==> config.mk <==
export PLATFORM = sky130hd
export DESIGN_NAME = moving_average_filter_flat
export DESIGN_NICKNAME = d
export VERILOG_FILES = /design/src/rtl/moving_average_filter_if.sv /design/src/rtl/moving_average_filter.sv /design/src/flat_wrapper.sv
export SDC_FILE = /design/constraint.sdc
export NUM_CORES = 1
export LEC_CHECK = 0
export BUFFER_PORTS_ARGS = -buffer_cell sky130_fd_sc_hd__buf_2
export CAP_MARGIN = 40
export CORE_MARGIN = 2
export CORE_UTILIZATION = 54
export DETAILED_ROUTE_END_ITERATION = 8
export PLACE_DENSITY = 0.76
export REMOVE_ABC_BUFFERS = 1
export SLEW_MARGIN = 40
export SYNTH_ARGS = -nofsm -noshare
export SYNTH_HDL_FRONTEND = slang
export SYNTH_SLANG_ARGS = --single-unit
==> constraint.sdc <==
create_clock -name clk_i -period 3 [get_ports clk_i]
set_input_delay 0.3 -clock clk_i [delete_from_list [all_inputs] [get_ports clk_i]]
set_output_delay 0.3 -clock clk_i [all_outputs]
set_load 0.005 [all_outputs]
==> src/rtl/moving_average_filter_if.sv <==
// ---------------------------------------------------------------------------
// moving_average_filter_if
// Streaming handshake bundle for the moving-average filter.
//   clear_i  : synchronous history/sum clear (active-high)
//   data_i   : input sample, valid_i / ready_o handshake
//   data_o   : averaged sample, valid_o / ready_i handshake
// Modports:
//   slave  : filter side (consumes data_i, produces data_o)
//   master : environment side (produces data_i, consumes data_o)
// ---------------------------------------------------------------------------
interface moving_average_filter_if #(
  parameter int width_p = 8
);
  logic               clear_i;
  logic [width_p-1:0] data_i;
  logic               valid_i;
  logic               ready_o;
  logic [width_p-1:0] data_o;
  logic               valid_o;
  logic               ready_i;

  modport slave (
    input  clear_i, data_i, valid_i, ready_i,
    output ready_o, data_o, valid_o
  );

  modport master (
    output clear_i, data_i, valid_i, ready_i,
    input  ready_o, data_o, valid_o
  );
endinterface

==> src/rtl/moving_average_filter.sv <==
// ---------------------------------------------------------------------------
// moving_average_filter
// N-tap boxcar low-pass filter, N = 2**depth_log2_p. Keeps a circular history
// of the last N accepted samples plus a running sum, and emits sum/N through a
// one-entry elastic output register (1 cycle latency, 1 sample/cycle).
//
// Ports:
//   clk_i    : clock, all state on posedge
//   reset_ni : asynchronous active-low reset (history, sum, output cleared)
//   bus      : moving_average_filter_if.slave
//                clear_i, data_i, valid_i, ready_i in
//                ready_o, data_o, valid_o           out
//
// Parameters:
//   width_p      : unsigned sample width (>= 2)
//   depth_log2_p : log2 of tap count (0..6; 0 = registered passthrough)
//
// Optional build macro:
//   MOVING_AVERAGE_ROUND_EN : round half up instead of truncating the divide.
// ---------------------------------------------------------------------------
module moving_average_filter #(
  parameter int width_p      = 8,
  parameter int depth_log2_p = 2
) (
  input  logic                    clk_i,
  input  logic                    reset_ni,
  moving_average_filter_if.slave  bus
);

  localparam int N     = 1 << depth_log2_p;
  localparam int SUM_W = width_p + depth_log2_p;
  localparam int PTR_W = (depth_log2_p > 0) ? depth_log2_p : 1;
  localparam int HALF  = N / 2;  // 0 when N == 1, so rounding is a no-op there

  logic [width_p-1:0] r_hist [N];
  logic [PTR_W-1:0]   r_wptr;
  logic [SUM_W-1:0]   r_sum;
  logic [width_p-1:0] r_data;
  logic               r_valid;

  logic               w_ready;
  logic               w_in_fire;
  logic               w_out_fire;
  logic [width_p-1:0] w_oldest;
  logic [SUM_W-1:0]   w_sum_next;
  logic [PTR_W-1:0]   w_wptr_next;

  // Divide the running sum by N. The rounding offset cannot overflow: the
  // largest sum is 2**SUM_W - N, and adding N/2 stays below 2**SUM_W.
  function automatic logic [width_p-1:0] scale_sum(input logic [SUM_W-1:0] s);
    logic [SUM_W-1:0] t;
`ifdef MOVING_AVERAGE_ROUND_EN
    t = s + SUM_W'(HALF);
`else
    t = s;
`endif
    return width_p'(t >> depth_log2_p);
  endfunction

  // The output slot is free if empty or draining this cycle; a clear blocks
  // input so the history reset is never mixed with a new sample.
  assign w_ready    = (~r_valid | bus.ready_i) & ~bus.clear_i;
  assign w_in_fire  = bus.valid_i & w_ready;
  assign w_out_fire = r_valid & bus.ready_i;

  // The oldest sample is one of the terms of r_sum, so the modular
  // add/subtract below yields the exact new sum.
  assign w_oldest    = r_hist[r_wptr];
  assign w_sum_next  = r_sum + SUM_W'(bus.data_i) - SUM_W'(w_oldest);
  assign w_wptr_next = (depth_log2_p == 0) ? '0 : r_wptr + 1'b1;

  // History / running-sum stage
  always_ff @(posedge clk_i or negedge reset_ni) begin
    if (!reset_ni) begin
      for (int i = 0; i < N; i++) r_hist[i] <= '0;
      r_wptr <= '0;
      r_sum  <= '0;
    end else if (bus.clear_i) begin
      for (int i = 0; i < N; i++) r_hist[i] <= '0;
      r_wptr <= '0;
      r_sum  <= '0;
    end else if (w_in_fire) begin
      r_hist[r_wptr] <= bus.data_i;
      r_wptr         <= w_wptr_next;
      r_sum          <= w_sum_next;
    end
  end

  // Elastic output register stage
  always_ff @(posedge clk_i or negedge reset_ni) begin
    if (!reset_ni) begin
      r_data  <= '0;
      r_valid <= 1'b0;
    end else if (w_in_fire) begin
      r_data  <= scale_sum(w_sum_next);
      r_valid <= 1'b1;
    end else if (w_out_fire) begin
      r_valid <= 1'b0;
    end
  end

  assign bus.ready_o = w_ready;
  assign bus.data_o  = r_data;
  assign bus.valid_o = r_valid;

endmodule
==> src/flat_wrapper.sv <==
// flat-port wrapper written by rule: the top's interface ports become plain ports
module moving_average_filter_flat 
#(
  parameter int width_p      = 8,
  parameter int depth_log2_p = 2
)
  (clk_i, reset_ni, bus_clear_i, bus_data_i, bus_valid_i, bus_ready_i, bus_ready_o, bus_data_o, bus_valid_o);
  moving_average_filter_if #(.width_p(width_p)) bus_i ();
  input  logic clk_i;
  input  logic reset_ni;
  input wire logic [$bits(bus_i.clear_i)-1:0] bus_clear_i;
  input wire logic [$bits(bus_i.data_i)-1:0] bus_data_i;
  input wire logic [$bits(bus_i.valid_i)-1:0] bus_valid_i;
  input wire logic [$bits(bus_i.ready_i)-1:0] bus_ready_i;
  output wire logic [$bits(bus_i.ready_o)-1:0] bus_ready_o;
  output wire logic [$bits(bus_i.data_o)-1:0] bus_data_o;
  output wire logic [$bits(bus_i.valid_o)-1:0] bus_valid_o;
  assign bus_i.clear_i = bus_clear_i;
  assign bus_i.data_i = bus_data_i;
  assign bus_i.valid_i = bus_valid_i;
  assign bus_i.ready_i = bus_ready_i;
  assign bus_ready_o = bus_i.ready_o;
  assign bus_data_o = bus_i.data_o;
  assign bus_valid_o = bus_i.valid_o;
  moving_average_filter #(.width_p(width_p), .depth_log2_p(depth_log2_p)) u_core (.clk_i(clk_i), .reset_ni(reset_ni), .bus(bus_i));
endmodule
# == After elaboration in Yosys (flattened, before gate mapping) ==
# Cells that the tools add are included.
# op_classes
n_addsub,3
order_cmp,2
mux,14
bitwise_logic,7
reduce_logical,3
# ops
cell,n
two-way mux 32 bit,2
bitwise mux 32 bit,1
two-way mux 8 bit,3
two-way mux 10 bit,2
binary-select mux 8 bit (select 2 bit),1
demux 8 bit (select 2 bit),1
adder 10 x 8 -> 10 bit,1
subtractor 10 x 8 -> 10 bit,1
two-way mux 2 bit,2
nonzero test 2 bit,2
AND 1 bit,3
greater-or-equal comparator 3 bit (second input constant),1
< comparator 3 x 1 -> 1 bit (second input constant),1
inverter 2 -> 3 bit,1
adder 2 x 1 -> 2 bit (second input constant),1
two-way mux 1 bit,2
inverter 1 bit,2
logical AND 1 bit,1
bitwise OR 1 bit,1
# word_totals
register_bits,53
input_bits,13
wordCells,37

# == Longest topological paths before layout ==
# logic_depth
depth_word,8
mapped_depth,12
ltp_nobuf,11

# == Worst setup path after synthesis ==
# OpenSTA, ideal clock, no wires.
# synth_timing
path_type,register to register
startpoint,reg u_core.r_wptr[0]
endpoint,reg u_core.r_sum[8]
arrival_time_ns,3.018
required_ns,2.906
setup_slack_ns,-0.112
path_stages_with_launch,11
path_buffers,1
period_less_slack_ns,3.112
cell_sequence,dfrtp_1 > buf_2 > mux4_2 > fa_1 > inv_1 > ha_1 > nor2b_4 > o31a_1 > o41ai_2 > xor2_1 > a211oi_1
# synth_via
elab_chain_len,7
# synth_lines
element,line,source
from (decl),moving_average_filter.sv:36,logic [PTR_W-1:0] r_wptr;
from (signal assigned),moving_average_filter.sv:84,r_wptr <= w_wptr_next;
inverter 2 -> 3 bit (implied by the code),moving_average_filter.sv:68,assign w_oldest = r_hist[r_wptr];
binary-select mux 8 bit (select 2 bit),moving_average_filter.sv:68,
two-way mux 8 bit (implied by the code) (2 in series),moving_average_filter.sv:68,
subtractor 10 x 8 -> 10 bit,moving_average_filter.sv:69,assign w_sum_next = r_sum + SUM_W'(bus.data_i) - SUM_W'(w_oldest);
two-way mux 10 bit,moving_average_filter.sv:82,end else if (w_in_fire) begin
two-way mux 10 bit,moving_average_filter.sv:78,end else if (bus.clear_i) begin
to (signal assigned),moving_average_filter.sv:85,r_sum <= w_sum_next;
to (decl),moving_average_filter.sv:37,logic [SUM_W-1:0] r_sum;
# No other way between the ends. The select of a mux whose other input is x is not followed.
# A chain may end at the register's enable or synchronous reset.

# == Worst setup path in the final report ==
# layout_timing
startpoint,reg u_core.r_wptr[0]
endpoint,reg u_core.r_sum[6]
# Same word-level chain as after synthesis.

==> summary by stage <==
Pwr
The analysis attributes to cell leakage a power of 1.69 nW. Across the VDD grid, the largest voltage drop is 348 uV. Overall power consumption after layout is estimated at 0.00262 W. The power density normalized to cell area is 703 mW/mm^2.

Detailed routing
Before antenna repair, the detailed router went through 4 iterations. The mean routed wirelength per cell is 16.3 microns. The count of antenna-violating nets left after detailed routing is 0. The violation count after the first detailed-route iteration is 130. The routed design has 7370 microns of wire. The final route contains 2573 vias. The post-route DRC violation count is 0. After detailed routing, the number of vias per cell comes to 5.69.

Logic synthesis
The synthesized cell area is 0.00313 sq mm. The number of distinct standard cells referenced by the synthesized netlist is 45. The portion of the post-synthesis area used by sequential elements is 42.4%.

The flip-flop and latch count after synthesis is 53. The number of warnings printed during yosys synthesis is 0. The post-synthesis share of cell area spent on and, or, nand and nor gates is 17.9%.

The mux share of post-synthesis cell area is 6.48%. The share of flip-flops with an asynchronous set or reset is 100%. The dominant combinational cell family by area after synthesis is simple AND/OR/NAND/NOR gates.

Yosys attributes the largest share of cell area to dfrtp_1 42%, a21oi_1 7.0%, nand2_1 6.7%. The synthesized area per cell is 9.23 sq um. In this run, synthesis inferred 0 flip-flops with an integrated enable.

The share of the synthesized area in the top cell type is 42.4%. The biggest area contributor in the post-synthesis netlist is dfrtp_1. Among all flip-flop cells after synthesis, the most frequent one is dfrtp_1.

The share of the synthesized area in compound gates (AO/OA/AOI/OAI) is 13.4%. Synthesis produced a netlist whose cell count is 339. The synthesized netlist devotes 10.7% of its cell area to adder and majority cells.

The fraction of synthesized cell area in xor and xnor cells is 2.40%.

Setup path
The cell class contributing the biggest share of worst-path delay is adder cells. Traced cell by cell, the critical path runs through buf_12 > mux4_2 > fa_1 > buf_6 > fa_2 > nor2b_4 > o31a_1 > buf_4 > or3_4 > nand3_2 > a21oi_2. The reg-to-reg startpoint is u_core.r_wptr[0]$_DFFE_PN0P_. The critical path launch point type is a flop.

The worst path arrival time is 3.33 ns. The delay of the slowest critical-path stage is 0.54 ns. The depth of the most critical reg-to-reg path is 11.

In this run the critical register-to-register path is captured at u_core.r_sum[6]$_DFFE_PN0P_. In this run the worst path has a maximum fanout of 3. The critical path start-end classification is flop to flop. The largest individual stage delay along the critical path comes from the cell fa_1. Together, buffers and inverters on the worst path number 3. The worst setup path is captured at a flop. The setup slack of the most critical reg-to-reg path is -0.14 ns.

STA puts the critical path data required time at 3.19 ns.

Hold path
The path class of the lowest-slack min-delay path is input pin to flop. In this run the most critical hold path is launched from bus_data_i[6]. The cell depth of the worst hold path is 3. The worst min-delay path endpoint is u_core.r_hist[6]$_DFFE_PN0P_.

Job
The max-cap violation count is 0.

STA
For the final database, setup skew stands at 0.00672 ns. The time the worst path needs with I/O delays and setup is 3.14 ns. At the pin with the least slew margin, the transition time is 0.828 ns.

The worst slew margin relative to its limit is 44.8%. Setup repair after global routing could not meet its margin everywhere. Across all setup checks in the final design, the least slack found is -0.143 ns.

The final count of negative-setup-slack endpoints is 7. The part of the cycle the worst path needs is 105%. The final hold violation count came to 0.

The final-report max-slew violation count is 0. The highest achievable clock rate is 318 MHz.

GRT
For this run, the total global-route usage over all layers was measured as 24.2%. The remaining global-route overflow is 0. The number of antenna violations at the first check in global routing was 0. The number of global-route vias before repair is 2511. The wire length of the first global-routing pass is 12100 microns.

The largest net degree at the start of global routing is 46.

Outcome
The run finished, with violations left. The final reports fail on setup timing.

Cells and area
Once layout is complete, the utilization of the core stands at 67.1%. The fraction of final layout cells sized beyond drive strength 1 is 25.3%. From synthesis to final layout, the design area changed by 18.9%. In the layout the commonest cells are 56 x nand2_1, 51 x dfrtp_1, 41 x a21oi_1, 36 x nand3_1, 34 x inv_1. The layout has 457 filler cells. The final layout net count is 414. Registers take 0.00133 sq mm. The multi-input combinational cells in the finished layout cover a total of 0.00171 sq mm. The count of antenna diodes in the layout is 0.

The count of cells in the finished layout, fillers not included, comes to 452. The finished cells cover 0.00372 sq mm. Leaving out fill and tap cells, the most frequent cell in the layout is nand2_1.

CTS
The depth of the CTS H-tree is 2. The clock buffer count from CTS is 5. The clock tree from TritonCTS is built. The maximum root-to-sink buffer count is 2.

The CTS sink count is 53. The register clock-pin slew on the reported worst setup and hold paths is 0.10 ns. The CTS root buffer is clkbuf_8.

The clock latency reported for the late side of the worst-skew pair is 0.31 ns.

Die
The I/O pin count is 23. The area of the core region is 0.00554 sq mm. The effective utilization at floorplan is 56.5%. In this run the horizontal extent of the chip is 80.1 microns.

The die covers 0.00642 sq mm. The vertical die dimension is 80.1 microns. The floorplan has 27 rows.

Placement
Port buffering added 22 buffers. The area after detailed placement is 0.00342 sq mm. The number of cells after detailed placement is 437. The HPWL after detailed placement is 4950 microns. The routability congestion estimate from global placement is 0.846.
[worst max path at each step]
stage / startpoint / endpoint / slack [ns] / depth (start not counted)
floorplan: u_core.r_wptr[0]$_DFFE_PN0P_ / u_core.r_sum[8]$_DFFE_PN0P_ / -0.18 / 9
global placement: u_core.r_wptr[0]$_DFFE_PN0P_ / u_core.r_sum[8]$_DFFE_PN0P_ / -0.11 / 10
detailed placement: u_core.r_wptr[0]$_DFFE_PN0P_ / u_core.r_sum[8]$_DFFE_PN0P_ / -0.22 / 10
CTS: u_core.r_wptr[0]$_DFFE_PN0P_ / u_core.r_sum[8]$_DFFE_PN0P_ / -0.13 / 9
global route: u_core.r_wptr[0]$_DFFE_PN0P_ / u_core.r_sum[7]$_DFFE_PN0P_ / -0.27 / 10
finish: u_core.r_wptr[0]$_DFFE_PN0P_ / u_core.r_sum[6]$_DFFE_PN0P_ / -0.14 / 11
[area by class of cell]
type | count | share of cell area, %
timing repair buffer | 51 | 9.42
multi-input combinational | 231 | 46.0
sequential | 53 | 35.7
inverter | 37 | 3.73
clock inverter | 2 | 0.471
tap | 72 | 2.42
clock buffer | 6 | 2.22
[worst register-to-register path, cell delays in order, from the launching register on]
cell	delay, ns
dfrtp_2	0.43
buf_12	0.12
mux4_2	0.53
fa_1	0.54
buf_6	0.11
fa_2	0.24
nor2b_4	0.05
o31a_1	0.28
buf_4	0.15
or3_4	0.39
nand3_2	0.10
a21oi_2	0.07
[routing by layer]
layer / wire length [microns] / GRT usage, % / vias up
met5: 0 / 0 / -
met4: 95 / 5.08 / 0
met3: 300 / 3.03 / 8
met2: 3600 / 40.1 / 60
met1: 3370 / 34.6 / 1281
li1: - / - / 1224
[per-stage QoR]
stage | setup slack (ns) | hold WS, ns | setup TNS [ns]
floorplan | -0.177 | 0.00441 | -0.864
global placement | -0.108 | 0.329 | -0.387
detailed placement | -0.218 | 0.347 | -1.08
CTS | -0.130 | 0.257 | -0.365
global route | -0.268 | 0.263 | -1.62
finish | -0.143 | 0.266 | -0.661
[flip-flops by register name (all words and copies together) (netlist names)]
| name | count |
|---|---|
| u_core.r_wptr | 2 |
| u_core.bus.data_o | 8 |
| u_core.bus.valid_o | 1 |
| u_core.r_sum | 10 |
| u_core.r_hist | 32 |
[cell usage after synthesis (2+ instances only)]
master and count:
nand2_1 56, dfrtp_1 53, a21oi_1 44, nand3_1 38, inv_1 36, ha_1 14, clkbuf_1 13, nor2_1 9
fa_1 8, mux4_2 8, o21ai_0 7, buf_2 5, nand2_2 4, xor2_1 4, a211oi_1 3, a21o_1 3
o21ai_1 3, mux2_2 2, nand3b_1 2, xnor2_1 2
[power by group]
group,switching [W],internal (W)
registers,0.0000653,0.000817
clock network,0.000259,0.000192
logic,0.000646,0.000637
[what timing repair did]
| action | CTS | global route |
|---|---|---|
| pin swaps | 12 | 16 |
| setup buffers | 3 | 4 |
| endpoints found under the setup margin | 10 | 10 |
| gates resized for setup | 14 | 12 |
| hold buffers | 1 | 0 |
| hold endpoints to repair | 9 | 0 |
[logic make-up after synthesis]
| group | Yosys count |
|---|---|
| AO/OA/AOI/OAI | 71 |
| XOR/XNOR | 7 |
| adder cells (fa/ha/maj) | 22 |
| buffers and inverters | 55 |
| flip-flops | 53 |
| multiplexers | 10 |
| AND/OR/NAND/NOR | 121 |
(Power assumes the default switching activity.)
